$ cat src/rtl/fetch_buffer_if.sv
// Fetch-stage bus: instruction memory port, redirect input and the head
// entry presented to the IF/ID register.
interface fetch_buffer_if #(
    parameter int ADDR_W = 32,
    parameter int DATA_W = 32,
    parameter int DEPTH  = 4
);
    localparam int CNT_W = $clog2(DEPTH) + 1;

    logic [ADDR_W-1:0] imem_addr;
    logic [DATA_W-1:0] imem_rdata;
    logic              redirect;
    logic [ADDR_W-1:0] redirect_pc;
    logic              deq;
    logic [DATA_W-1:0] inst_out;
    logic [ADDR_W-1:0] pc_out;
    logic              bubble;
    logic [CNT_W-1:0]  count;

    modport master (
        output imem_addr, inst_out, pc_out, bubble, count,
        input  imem_rdata, redirect, redirect_pc, deq
    );

    modport slave (
        input  imem_addr, inst_out, pc_out, bubble, count,
        output imem_rdata, redirect, redirect_pc, deq
    );
endinterface

$ cat src/rtl/fetch_buffer.sv
// Instruction fetch stage with a DEPTH-entry prefetch FIFO feeding IF/ID.
// Optional macro FETCH_BUF_BYPASS_EN forwards imem_rdata straight out when empty.
module fetch_buffer #(
    parameter int              ADDR_W   = 32,
    parameter int              DATA_W   = 32,
    parameter int              DEPTH    = 4,
    parameter logic [ADDR_W-1:0] RESET_PC = '0
) (
    input  logic          clk,
    input  logic          rst,
    fetch_buffer_if.master bus
);
    localparam int PTR_W = $clog2(DEPTH);
    localparam int CNT_W = PTR_W + 1;

    logic [ADDR_W-1:0] fetch_pc_reg, fetch_pc_next;
    logic [PTR_W-1:0]  rd_ptr_reg, rd_ptr_next;
    logic [PTR_W-1:0]  wr_ptr_reg, wr_ptr_next;
    logic [CNT_W-1:0]  count_reg, count_next;

    logic [ADDR_W-1:0] pc_mem   [DEPTH];
    logic [DATA_W-1:0] inst_mem [DEPTH];

    logic empty;
    logic full;
    logic push;
    logic pop;
    logic bypass_show;
    logic bypass_take;

    assign empty = (count_reg == '0);
    assign full  = (count_reg == CNT_W'(DEPTH));

`ifdef FETCH_BUF_BYPASS_EN
    // When empty, the memory word is offered directly; a deq consumes it unstored.
    assign bypass_show = empty && !bus.redirect;
    assign bypass_take = bypass_show && bus.deq;
`else
    assign bypass_show = 1'b0;
    assign bypass_take = 1'b0;
`endif

    assign pop  = !bus.redirect && bus.deq && !empty;
    assign push = !bus.redirect && !bypass_take && (!full || pop);

    always_comb begin
        fetch_pc_next = fetch_pc_reg;
        rd_ptr_next   = rd_ptr_reg;
        wr_ptr_next   = wr_ptr_reg;
        count_next    = count_reg;
        if (bus.redirect) begin
            fetch_pc_next = bus.redirect_pc;
            rd_ptr_next   = '0;
            wr_ptr_next   = '0;
            count_next    = '0;
        end else begin
            if (push || bypass_take) begin
                fetch_pc_next = fetch_pc_reg + ADDR_W'(4);
            end
            if (push) begin
                wr_ptr_next = wr_ptr_reg + PTR_W'(1);
            end
            if (pop) begin
                rd_ptr_next = rd_ptr_reg + PTR_W'(1);
            end
            count_next = count_reg + CNT_W'(push) - CNT_W'(pop);
        end
    end

    always_ff @(posedge clk or negedge rst) begin
        if (!rst) begin
            fetch_pc_reg <= RESET_PC;
            rd_ptr_reg   <= '0;
            wr_ptr_reg   <= '0;
            count_reg    <= '0;
        end else begin
            fetch_pc_reg <= fetch_pc_next;
            rd_ptr_reg   <= rd_ptr_next;
            wr_ptr_reg   <= wr_ptr_next;
            count_reg    <= count_next;
        end
    end

    // Storage needs no reset: entries are only visible while count covers them.
    always_ff @(posedge clk) begin
        if (push) begin
            pc_mem[wr_ptr_reg]   <= fetch_pc_reg;
            inst_mem[wr_ptr_reg] <= bus.imem_rdata;
        end
    end

    always_comb begin
        bus.bubble   = empty;
        bus.inst_out = '0;
        bus.pc_out   = '0;
        if (!empty) begin
            bus.inst_out = inst_mem[rd_ptr_reg];
            bus.pc_out   = pc_mem[rd_ptr_reg];
        end else if (bypass_show) begin
            bus.inst_out = bus.imem_rdata;
            bus.pc_out   = fetch_pc_reg;
            bus.bubble   = 1'b0;
        end
    end

    assign bus.imem_addr = fetch_pc_reg;
    assign bus.count     = count_reg;
endmodule

$ cat src/flat_wrapper.sv
// flat-port wrapper written by rule: the top's interface ports become plain ports
module fetch_buffer_flat 
#(
    parameter int              ADDR_W   = 32,
    parameter int              DATA_W   = 32,
    parameter int              DEPTH    = 4,
    parameter logic [ADDR_W-1:0] RESET_PC = '0
)
  (clk, rst, bus_imem_addr, bus_inst_out, bus_pc_out, bus_bubble, bus_count, bus_imem_rdata, bus_redirect, bus_redirect_pc, bus_deq);
  fetch_buffer_if #(.ADDR_W(ADDR_W), .DATA_W(DATA_W), .DEPTH(DEPTH)) bus_i ();
  input  logic clk;
  input  logic rst;
  output wire logic [$bits(bus_i.imem_addr)-1:0] bus_imem_addr;
  output wire logic [$bits(bus_i.inst_out)-1:0] bus_inst_out;
  output wire logic [$bits(bus_i.pc_out)-1:0] bus_pc_out;
  output wire logic [$bits(bus_i.bubble)-1:0] bus_bubble;
  output wire logic [$bits(bus_i.count)-1:0] bus_count;
  input wire logic [$bits(bus_i.imem_rdata)-1:0] bus_imem_rdata;
  input wire logic [$bits(bus_i.redirect)-1:0] bus_redirect;
  input wire logic [$bits(bus_i.redirect_pc)-1:0] bus_redirect_pc;
  input wire logic [$bits(bus_i.deq)-1:0] bus_deq;
  assign bus_imem_addr = bus_i.imem_addr;
  assign bus_inst_out = bus_i.inst_out;
  assign bus_pc_out = bus_i.pc_out;
  assign bus_bubble = bus_i.bubble;
  assign bus_count = bus_i.count;
  assign bus_i.imem_rdata = bus_imem_rdata;
  assign bus_i.redirect = bus_redirect;
  assign bus_i.redirect_pc = bus_redirect_pc;
  assign bus_i.deq = bus_deq;
  fetch_buffer #(.ADDR_W(ADDR_W), .DATA_W(DATA_W), .DEPTH(DEPTH), .RESET_PC(RESET_PC)) u_core (.clk(clk), .rst(rst), .bus(bus_i));
endmodule
$ cat config.mk
export PLATFORM = sky130hd
export DESIGN_NAME = fetch_buffer_flat
export DESIGN_NICKNAME = d
export VERILOG_FILES = /design/src/rtl/fetch_buffer_if.sv /design/src/rtl/fetch_buffer.sv /design/src/flat_wrapper.sv
export SDC_FILE = /design/constraint.sdc
export NUM_CORES = 1
export LEC_CHECK = 0
export CAP_MARGIN = 25
export CORE_UTILIZATION = 40
export DETAILED_ROUTE_END_ITERATION = 6
export GPL_TIMING_DRIVEN = 0
export PLACE_DENSITY_LB_ADDON = 0.08
export SLEW_MARGIN = 10
export SYNTH_ARGS = -nofsm -noshare
export SYNTH_HDL_FRONTEND = slang
export SYNTH_SLANG_ARGS = --single-unit
$ cat constraint.sdc
create_clock -name clk -period 3.56 [get_ports clk]
set_input_delay 1.068 -clock clk [delete_from_list [all_inputs] [get_ports clk]]
set_output_delay 1.068 -clock clk [all_outputs]
set_load 0.03 [all_outputs]
After elaboration in Yosys (flattened, before gate mapping)
Memories as Yosys holds them, arrays and structs flattened.
Index checks and enable logic that the tools add are counted.
{"block": "totals", "rom_bits": 0, "memories": 2, "latchBits": 0, "in_bits": 68, "reg_bits": 39, "output_inout_bits": 100, "ram_bits": 256}
{"block": "classes", "mux": 12, "n_eq_ne": 1, "bitwise_logic": 0, "reduce_logical": 10, "magnitude_cmp": 0, "add_sub_neg": 5, "shift": 0, "multipliers": 0, "div_mod_pow": 0}
{"memory": "u_core.inst_mem", "depth": 4, "word_bits": 32, "rd": 1, "rd_ports_with_merged_regs": 0, "wr": 1, "line_no": "fetch_buffer.sv:22", "rtl": "logic [DATA_W-1:0] inst_mem [DEPTH];"}
{"memory": "u_core.pc_mem", "depth": 4, "word_bits": 32, "rd": 1, "rd_ports_with_merged_regs": 0, "wr": 1, "line_no": "fetch_buffer.sv:21", "rtl": "logic [ADDR_W-1:0] pc_mem [DEPTH];"}
{"cell": "$mux 32", "n": 4}
{"cell": "$add 32x3->32 const B", "n": 1}
{"cell": "$mux 2", "n": 4}
{"cell": "$add 2x1->2 const B", "n": 2}
{"cell": "$reduce_bool 2->1", "n": 2}
{"cell": "$add 3x1->3", "n": 1}
{"cell": "$eq 3x3->1 const B", "n": 1}
{"cell": "$logic_and 1x1->1", "n": 3}
{"cell": "$logic_not 1->1", "n": 3}
{"cell": "$logic_not 3->1", "n": 1}
{"cell": "$mux 1", "n": 3}
{"cell": "$mux 3", "n": 1}
{"cell": "$sub 3x1->3", "n": 1}
{"cell": "$logic_or 1x1->1", "n": 1}

Depth between registers and ports, before layout
Gate-level depths: netlist of run 1.
{"block": "depth", "word_depth": 8, "mapped_depth": 11}

Worst setup path after synthesis of run 1
Ideal clock, no wire load.
{"block": "synth_timing", "kind": "input to register", "start": "input bus_deq", "end": "memory u_core.inst_mem[0][0] (enable)", "required_ns": 3.131, "cell_stages": 4, "arrival_time_ns": 3.267, "setup_time_ns": 0.429, "path_slack_ns": -0.136, "cell_sequence": "or4b_2 > clkbuf_1 > clkbuf_1 > and3_1"}
{"block": "synth_between", "elab_chain_cells": 6}
{"element": "start: declaration", "line_no": "flat_wrapper.sv:21", "rtl": "input wire logic [$bits(bus_i.deq)-1:0] bus_deq;"}
{"element": "$logic_and 1x1->1 (2 in series)", "line_no": "fetch_buffer.sv:43", "rtl": "assign pop = !bus.redirect && bus.deq && !empty;"}
{"element": "$logic_or 1x1->1", "line_no": "fetch_buffer.sv:44", "rtl": "assign push = !bus.redirect && !bypass_take && (!full || pop);"}
{"element": "$logic_and 1x1->1", "line_no": "fetch_buffer.sv:44"}
{"element": "$mux 1", "line_no": "fetch_buffer.sv:86", "rtl": "if (push) begin"}
{"element": "$mux 1 (implied by the code)", "line_no": "fetch_buffer.sv:88", "rtl": "inst_mem[wr_ptr_reg] <= bus.imem_rdata;"}
{"element": "end: declaration", "line_no": "fetch_buffer.sv:22"}
Every way passes these cells.

Worst setup path in the final report of run 1
{"block": "layout_timing", "start": "register u_core.rd_ptr_reg[0]", "end": "output bus_pc_out[31]"}
{"block": "layout_between", "elab_chain_cells": 2}
{"element": "start: declaration", "line_no": "fetch_buffer.sv:17", "rtl": "logic [PTR_W-1:0] rd_ptr_reg, rd_ptr_next;"}
{"element": "start signal: assignment", "line_no": "fetch_buffer.sv:78", "rtl": "rd_ptr_reg <= rd_ptr_next;"}
{"element": "$mem_v2 4x32"}
{"element": "$mux 32", "line_no": "fetch_buffer.sv:96", "rtl": "if (!empty) begin"}
{"element": "end: declaration", "line_no": "flat_wrapper.sv:15", "rtl": "output wire logic [$bits(bus_i.pc_out)-1:0] bus_pc_out;"}
Every way passes these cells.

==> results.yml, run 1 <==
die:
  die_x_microns: 174.8
  die_h_microns: 174.8
  dieArea_sq_mm: 0.03057
  fp.coreArea_sq_mm: 0.02901
  start_util: 0.4119
  ios: 168
  rows: 62
timing:
  fin_crit_ns: 3.481
  tightest_slew_ns: 0.7477
  maxSlewViolCount: 0
  finalHoldViolCount: 0
  tns_ns: 0
  rsz0062_at_grt: "yes"
  finalSetupViolCount: 0
  fmax_mhz: 287.3
  hold_ws_ns: 0.4440
  final_min_period_over_clock_period: 0.9777
  maxSlewHeadroom: 0.4970
  finalClockSkew_ns: 0.01239
job:
  max_cap_violations: 0
placement:
  port_buffers: 167
  placed_area_sq_mm: 0.01425
  place_congestion: 0.7801
  dp_hpwl_mm: 17.39
clocking:
  numCtsBuffers: 35
  clk_pin_slew_ns: 0.06
  clkLatencyLatePin_ns: 0.50
  numClockSinks: 295
  postCtsSetupBuffers: 0
  cts_tree: "yes"
  h-tree-depth: 2
  clockBufferDepth: 3
  cts_root_buffer: "clkbuf_16"
global_route:
  grt_pass1_wl_mm: 42.35
  grt_start_max_net_pins: 42
  grt_usage: 0.1837
  gr-total-overflow: 0
  antenna_found_initial: 1
  grt_pass1_vias: 7326
drt:
  via_per_inst: 5.292
  first_pass_iters: 5
  vias: 6784
  drt_iter0_drc: 432
  ant_nets: 0
  drt-total-wl_mm: 27.21
  drc: 0
  wire_per_inst_microns: 21.23
worst_setup_path:
  arrival_ns: 2.41
  required_ns: 2.49
  critPathMaxFanout: 10
  crit_chain: "buf_8, mux4_2, and2_1, clkdlybuf4s50_1"
  critPathKind: "flop to output pin"
  cp-end-kind: "output pin"
  slowest_delay_ns: 0.63
  cp_slowest_cell: "clkdlybuf4s50_1"
  start_kind: "flop"
synthesis:
  synth-main-ff-cell: "edfxtp_1"
  ys_async_sr_fraction: 0.1322
  synth.distinct_cells: 44
  yosysWarnings: 0
  avgSynthCellArea_sq_um: 17.97
  synth-seq-cells: 295
  synth_area_sq_mm: 0.01195
  seq_area_frac_synth: 0.7250
  synth_nets: 741
  syn-instance-count: 665
  synth_edf_count: 256
finish:
  n_fill_cell: 2402
  mostFrequentLayoutCells: "edfxtp_1 (256), clkdlybuf4s50_1 (110), mux4_2 (64), and2_1 (64), dlygate4sd2_1 (41)"
  syn2layout_area_growth_pct: 29.21
  utilization: 0.5322
  finalNetCount: 949
  drive_gt1_frac: 0.1773
  fin_area_sq_mm: 0.01544
  layout_commonest_cell: "edfxtp_1"
run_status:
  status: "finished clean"
worst_hold_path:
  worstHoldPathType: "primary input to asynchronous set/reset pin"
power_and_ir_drop:
  powerDensity_mw_per_mm2: 773.3
  irDropWorstVdd_uv: 333.9
  power.total_mw: 11.94
  leakagePower_nw: 5.441
power by group:
part | leakage (nW) | switching [mW] | internal (mW)
registers | 2.80 | 0.211 | 4.23
clock network | 0.538 | 1.32 | 2.08
logic | 2.10 | 2.39 | 1.72
total | 5.44 | 3.92 | 8.02
kinds of logic (layout without fill, tap and decap cells):
family | count (synthesis) | in the layout | synth area share
AO/OA/AOI/OAI | 48 | 48 | 0.02471
XOR/XNOR | 15 | 15 | 0.01099
adder cells (fa/ha/maj) | 8 | 8 | 0.009004
buffers and inverters | 45 | 277 | 0.01623
flip-flops | 295 | 295 | 0.7250
multiplexers | 67 | 67 | 0.1233
other | 0 | 1 | 0
AND/OR/NAND/NOR | 187 | 187 | 0.09078
worst max-delay path, delay by kind of cell, from the launching register on:
kind	cells	cell delay, ns
buffers and inverters	2	0.83
DFF	1	0.42
muxes	1	0.50
and+or+nand+nor	1	0.16
synth_stat cells, types with 10 or more instances:
cell,n,area share
edfxtp_1,256,0.64
nand4_1,10,0.0052
clkbuf_1,22,0.0069
dfrtp_1,39,0.082
o21ai_0,18,0.0075
or4_1,12,0.0075
and2_1,64,0.034
nand3_1,15,0.0063
mux4_2,64,0.12
nor2_1,24,0.0075
a31oi_1,15,0.0079
nand2_1,28,0.0088
worst paths after layout:
path                                                     startpoint                                   to  slack [ns]  depth (start not counted)
worst max-delay path               u_core.rd_ptr_reg[0]$_DFFE_PN0P_                       bus_pc_out[31]        0.08                          4
worst min-delay path                                            rst  u_core.bus.imem_addr[5]$_DFFE_PN0N_        0.44                          1
worst max register to register        u_core.bus.count[2]$_DFF_PN0_     u_core.inst_mem[0][20]$_DFFE_PP_        0.83                          5
worst min register to register  u_core.bus.imem_addr[1]$_DFFE_PN0P_        u_core.pc_mem[1][1]$_DFFE_PP_        0.55                          0
max in group asynchronous                                       rst        u_core.bus.count[1]$_DFF_PN0_        2.63                          2
min in group clk                u_core.bus.imem_addr[1]$_DFFE_PN0P_        u_core.pc_mem[1][1]$_DFFE_PP_        0.55                          0
metal layers:
| layer | wire (microns) | vias up | track usage |
|---|---|---|---|
| met4 | 486 | 0 | 0.04710 |
| met2 | 13860 | 217 | 0.3206 |
| li1 | - | 3058 | - |
| met1 | 11410 | 3469 | 0.2335 |
| met5 | 0 | - | 0 |
| met3 | 1456 | 40 | 0.03764 |
timing repair:
action / CTS / global route
resized for setup: 79 / 28
gates cloned: 0 / 0
endpoints found under the setup margin: 67 / 52
pin swaps: 0 / 0
hold buffers: 0 / 0
per-stage QoR:
stage	instances	setup WS, ns
detailed placement	1221	-0.6380
global route	1281	-0.001631
finish	1282	0.07943
floorplan	665	0.4672
CTS	1282	-0.02445
global placement	1216	-1.101
cell type report:
class	count	area, sq um	area share
Antenna cell	1	2.502	0.0001621
Clock buffer	46	979.7	0.06345
Clock inverter	15	131.4	0.008508
Tap cell	384	480.5	0.03112
Sequential cell	295	8666	0.5612
Multi-Input combinational cell	325	3118	0.2019
Timing Repair Buffer	172	1780	0.1153
Inverter	9	33.78	0.002188
Buffer	35	249.0	0.01613
Power figures use the tool's default switching activity.
==> run 2, diff against run 1 <==
--- a/config.mk
+++ b/config.mk
@@ -10,6 +10,7 @@
 export DETAILED_ROUTE_END_ITERATION = 6
 export GPL_TIMING_DRIVEN = 0
 export PLACE_DENSITY_LB_ADDON = 0.08
+export SKIP_LAST_GASP = 1
 export SLEW_MARGIN = 10
 export SYNTH_ARGS = -nofsm -noshare
 export SYNTH_HDL_FRONTEND = slang
==> results.yml, run 2 (synthesis gave the netlist of run 1 again) <==
run_status:
  status: "finished clean"
global_route:
  grt_pass1_wl_mm: 42.39
  grt_pass1_vias: 7329
  grt_usage: 0.1839
  grt_start_max_net_pins: 42
  antenna_found_initial: 1
  gr-total-overflow: 0
power_and_ir_drop:
  powerDensity_mw_per_mm2: 772.7
  p_sw_frac: 0.3284
  clkPwrFrac: 0.285
  pwr-share-comb: 0.344
  power.total_mw: 11.94
  leakagePower_nw: 5.534
  switchingPower_mw: 3.922
  p_int_mw: 8.020
  irDropWorstVdd_uv: 333.9
  seq_power_share: 0.371
die:
  die_x_microns: 174.8
  die_h_microns: 174.8
  start_util: 0.4119
  fp.coreArea_sq_mm: 0.02901
  ios: 168
  dieArea_sq_mm: 0.03057
  rows: 62
finish:
  utilization: 0.5327
  stdcell_count: 1282
  syn2layout_area_growth_pct: 29.33
  drive_gt1_frac: 0.1761
  finalNetCount: 949
  layout_commonest_cell: "edfxtp_1"
  mostFrequentLayoutCells: "edfxtp_1 (256), clkdlybuf4s50_1 (106), mux4_2 (64), and2_1 (64), dlygate4sd2_1 (39)"
  fin_area_sq_mm: 0.01545
placement:
  dp_hpwl_mm: 17.39
  port_buffers: 167
  pre_cts_ws_ns: -0.6380
  dp.cells: 1221
  place_congestion: 0.7801
  placed_area_sq_mm: 0.01425
timing:
  maxSlewViolCount: 0
  final_min_period_over_clock_period: 0.9776
  rsz0062_at_grt: "yes"
  finalHoldViolCount: 0
  layout_setup_ws_ns: 0.07979
  finalSetupViolCount: 0
  tns_ns: 0
  finalClockSkew_ns: 0.01053
  maxSlewHeadroom: 0.4978
  hold_ws_ns: 0.4425
  fmax_mhz: 287.3
  tightest_slew_ns: 0.7465
  fin_crit_ns: 3.480
drt:
  wire_per_inst_microns: 21.20
  ant_nets: 0
  vias: 6814
  via_per_inst: 5.315
  drt-total-wl_mm: 27.18
  drt_iter0_drc: 434
  drc: 0
  first_pass_iters: 4
clocking:
  ctsHoldBuffers: 0
  clkLatencyLatePin_ns: 0.50
  cts_root_buffer: "clkbuf_16"
  numCtsBuffers: 35
  clockBufferDepth: 3
  clk_pin_slew_ns: 0.06
  h-tree-depth: 2
  numClockSinks: 295
  cts_tree: "yes"
worst_hold_path:
  worstHoldPathType: "primary input to asynchronous set/reset pin"
worst_setup_path:
  start_kind: "flop"
  cp-end-kind: "output pin"
  critPathMaxFanout: 10
  required_ns: 2.49
  arrival_ns: 2.41
  cp_slowest_cell: "clkdlybuf4s50_1"
  crit_chain: "buf_8, mux4_2, and2_1, clkdlybuf4s50_1"
  slowest_delay_ns: 0.63
  critPathKind: "flop to output pin"
job:
  max_cap_violations: 0
-- run 2: power by group through the flow --
stage	sequential, mW	combinational (mW)	clock, mW
finish	4.44	4.10	3.40
global route	4.48	4.40	3.63
CTS	4.44	4.21	3.49
detailed placement	4.50	4.34	0
global placement	4.49	4.26	0
floorplan	4.54	2.49	0
-- run 2: per-layer routing --
metal | part of all wire | vias up | wire length [microns] | GRT usage
met2 | 0.51 | 225 | 13800 | 0.3211
met3 | 0.056 | 40 | 1515 | 0.03764
met4 | 0.018 | 0 | 486 | 0.04710
met1 | 0.42 | 3491 | 11380 | 0.2338
li1 | - | 3058 | - | -
met5 | 0 | - | 0 | 0
-- run 2: critical path, delay by kind of cell, from the launching register on --
family,cells,cell delay (ns)
buffers and inverters,2,0.83
flip-flops,1,0.42
AND/OR/NAND/NOR,1,0.16
multiplexers,1,0.50
-- run 2: area by class of cell --
class / instances / area, sq um
antenna: 1 / 2.502
buffer: 35 / 244.0
clock buffer: 46 / 979.7
clock inverter: 15 / 131.4
fill: 2403 / 13560
inverter: 9 / 33.78
multi-input combinational: 325 / 3118
sequential: 295 / 8665
tap: 384 / 480.5
timing repair buffer: 172 / 1800
-- run 2: final timing paths --
| check | cells after the start | end | slack [ns] | start |
|---|---|---|---|---|
| max in group asynchronous | 2 | u_core.rd_ptr_reg[0]$_DFFE_PN0P_ | 2.64 | rst |
| hold reg to reg | 0 | u_core.pc_mem[1][1]$_DFFE_PP_ | 0.55 | u_core.bus.imem_addr[1]$_DFFE_PN0P_ |
| setup reg to reg | 5 | u_core.inst_mem[0][20]$_DFFE_PP_ | 0.81 | u_core.bus.count[1]$_DFF_PN0_ |
| hold / removal | 1 | u_core.bus.imem_addr[5]$_DFFE_PN0N_ | 0.44 | rst |
| setup / recovery | 4 | bus_pc_out[31] | 0.08 | u_core.rd_ptr_reg[0]$_DFFE_PN0P_ |
| min in group clk | 0 | u_core.pc_mem[1][1]$_DFFE_PP_ | 0.55 | u_core.bus.imem_addr[1]$_DFFE_PN0P_ |
-- run 2: what timing repair did --
| item | in CTS | in global routing |
|---|---|---|
| endpoints found under the setup margin | 67 | 52 |
| pin swaps | 0 | 0 |
| gates resized for setup | 73 | 38 |
| buffers inserted | 0 | 0 |
==> run 3, diff against run 2 <==
--- a/config.mk
+++ b/config.mk
@@ -6,6 +6,9 @@
 export NUM_CORES = 1
 export LEC_CHECK = 0
 export CAP_MARGIN = 25
+export CELL_PAD_IN_SITES_DETAIL_PLACEMENT = 1
+export CELL_PAD_IN_SITES_GLOBAL_PLACEMENT = 1
+export CORE_MARGIN = 4
 export CORE_UTILIZATION = 40
 export DETAILED_ROUTE_END_ITERATION = 6
 export GPL_TIMING_DRIVEN = 0
==> constraint.sdc (replaced) <==
create_clock -name clk -period 3.56 [get_ports clk]
set_input_delay 1.068 -clock clk [delete_from_list [all_inputs] [get_ports clk]]
set_output_delay 1.068 -clock clk [all_outputs]
set_load 0.1 [all_outputs]
==> results.yml, run 3 (synthesis gave the netlist of run 1 again) <==
run_status:
  status: "finished clean"
global_route:
  gr-total-overflow: 0
  grt.met2_usage: 0.2976
  top_usage_layer: "met2"
  antenna_found_initial: 0
  grt_pass1_wl_mm: 45.02
  met1_usage: 0.2389
  grt_start_max_net_pins: 47
  grt_usage: 0.1748
  grt_util_met3: 0.02819
  grt_pass1_vias: 7648
placement:
  dp_hpwl_mm: 18.72
  pre_cts_ws_ns: -0.7124
  port_buffers: 167
  place_congestion: 0.8196
die:
  start_util: 0.4043
  fp.coreArea_sq_mm: 0.02956
  rows: 63
  ios: 168
  die_h_microns: 180.8
  dieArea_sq_mm: 0.03270
  die_x_microns: 180.8
worst_setup_path:
  r2r-start: "u_core.bus.count[2]$_DFF_PN0_"
  cp_slowest_cell: "or3_4"
  reg2regPathDepth: 5
  reg2reg_to: "u_core.pc_mem[0][11]$_DFFE_PP_"
  required_ns: 2.49
  crit_path_frequent_cell: "clkbuf_4"
  start_kind: "flop"
  critPathMaxFanout: 10
  ff2ff_setup_slack_ns: 0.88
  critPathKind: "flop to output pin"
  slowest_delay_ns: 0.45
  arrival_ns: 2.42
  path_buf_inv: 3
  cp-end-kind: "output pin"
  path_delay_family: "buffers and inverters"
  crit_chain: "or3_4, clkbuf_4, clkbuf_2, and2_1, clkbuf_4"
timing:
  finalHoldViolCount: 0
  layout_setup_ws_ns: 0.07274
  tightest_slew_ns: 1.036
  fmax_mhz: 286.8
  fin_crit_ns: 3.487
  rsz0062_at_grt: "yes"
  maxSlewViolCount: 0
  finalClockSkew_ns: 0.008746
  maxSlewHeadroom: 0.3071
  finalSetupViolCount: 0
  hold_ws_ns: 0.4973
  final_min_period_over_clock_period: 0.9796
drt:
  first_pass_iters: 4
  ant_nets: 0
  vias: 6794
  drt-total-wl_mm: 28.41
  drt_iter0_drc: 400
  wire_per_inst_microns: 22.14
  via_per_inst: 5.295
  drc: 0
worst_hold_path:
  worstHoldPathType: "primary input to asynchronous set/reset pin"
finish:
  mostFrequentLayoutCells: "edfxtp_1 (256), clkdlybuf4s50_1 (101), mux4_2 (64), and2_1 (64), buf_2 (44)"
  drive_gt1_frac: 0.2408
  layout_commonest_cell: "edfxtp_1"
  finalNetCount: 945
  n_antenna_cell: 0
  syn2layout_area_growth_pct: 26.21
  n_fill_cell: 2867
clocking:
  numCtsBuffers: 31
  cts_tree: "yes"
  clk_pin_slew_ns: 0.06
  clockBufferDepth: 3
  clkLatencyLatePin_ns: 0.54
  numClockSinks: 295
  h-tree-depth: 1
  ctsHoldBuffers: 0
  cts_root_buffer: "clkbuf_16"
job:
  max_cap_violations: 0
run 3: layout make-up:
cell class | instances | area, sq um | area share
buffer | 35 | 222.7 | 0.01477
clock buffer | 34 | 787.0 | 0.05218
clock inverter | 23 | 206.4 | 0.01369
inverter | 9 | 33.78 | 0.002240
multi-input combinational | 325 | 3118 | 0.2067
sequential | 295 | 8665 | 0.5745
tap | 390 | 488.0 | 0.03235
timing repair buffer | 172 | 1562 | 0.1035
run 3: metrics by stage:
step                      instances   TNS, ns  instance area [sq um]    util
after floorplan                 665         0                  11960       -
after global placement         1222   -310.74                  14120  0.4775
after detailed placement       1227    -88.81                  14260  0.4823
after CTS                      1284    -1.307                  15020  0.5081
after global routing           1283  -0.07950                  15080  0.5102
final                          1283         0                  15080  0.5102
run 3: repair_timing:
item	4_1_cts	5_1_grt
setup buffers	0	0
hold endpoints to repair	0	0
gates resized for setup	348	26
setup endpoints to repair	67	47
pin swaps	0	0
run 3: worst max path at each step:
stage,startpoint,slack [ns],cells past startpoint,to
CTS,u_core.rd_ptr_reg[0]$_DFFE_PN0P_,-0.11,5,bus_pc_out[21]
global placement,bus_deq,-1.08,5,u_core.inst_mem[3][29]$_DFFE_PP_
floorplan,u_core.bus.count[0]$_DFF_PN0_,0.04,4,bus_inst_out[23]
detailed placement,u_core.rd_ptr_reg[1]$_DFFE_PN0P_,-0.71,5,bus_pc_out[21]
global route,u_core.bus.count[0]$_DFF_PN0_,-0.03,5,bus_pc_out[21]
finish,u_core.bus.count[2]$_DFF_PN0_,0.07,5,bus_pc_out[21]
run 3: per-layer routing:
metal / up-vias / part of all wire / wire, microns
li1: 3045 / - / -
met1: 3530 / 0.43 / 12300
met2: 181 / 0.50 / 14170
met3: 38 / 0.050 / 1430
met4: 0 / 0.018 / 507
met5: - / 0 / 0
Power of run 3 is left out: the tool's default activity adds up to more than one toggle a clock period on the data nets, which glitch-free logic cannot reach.
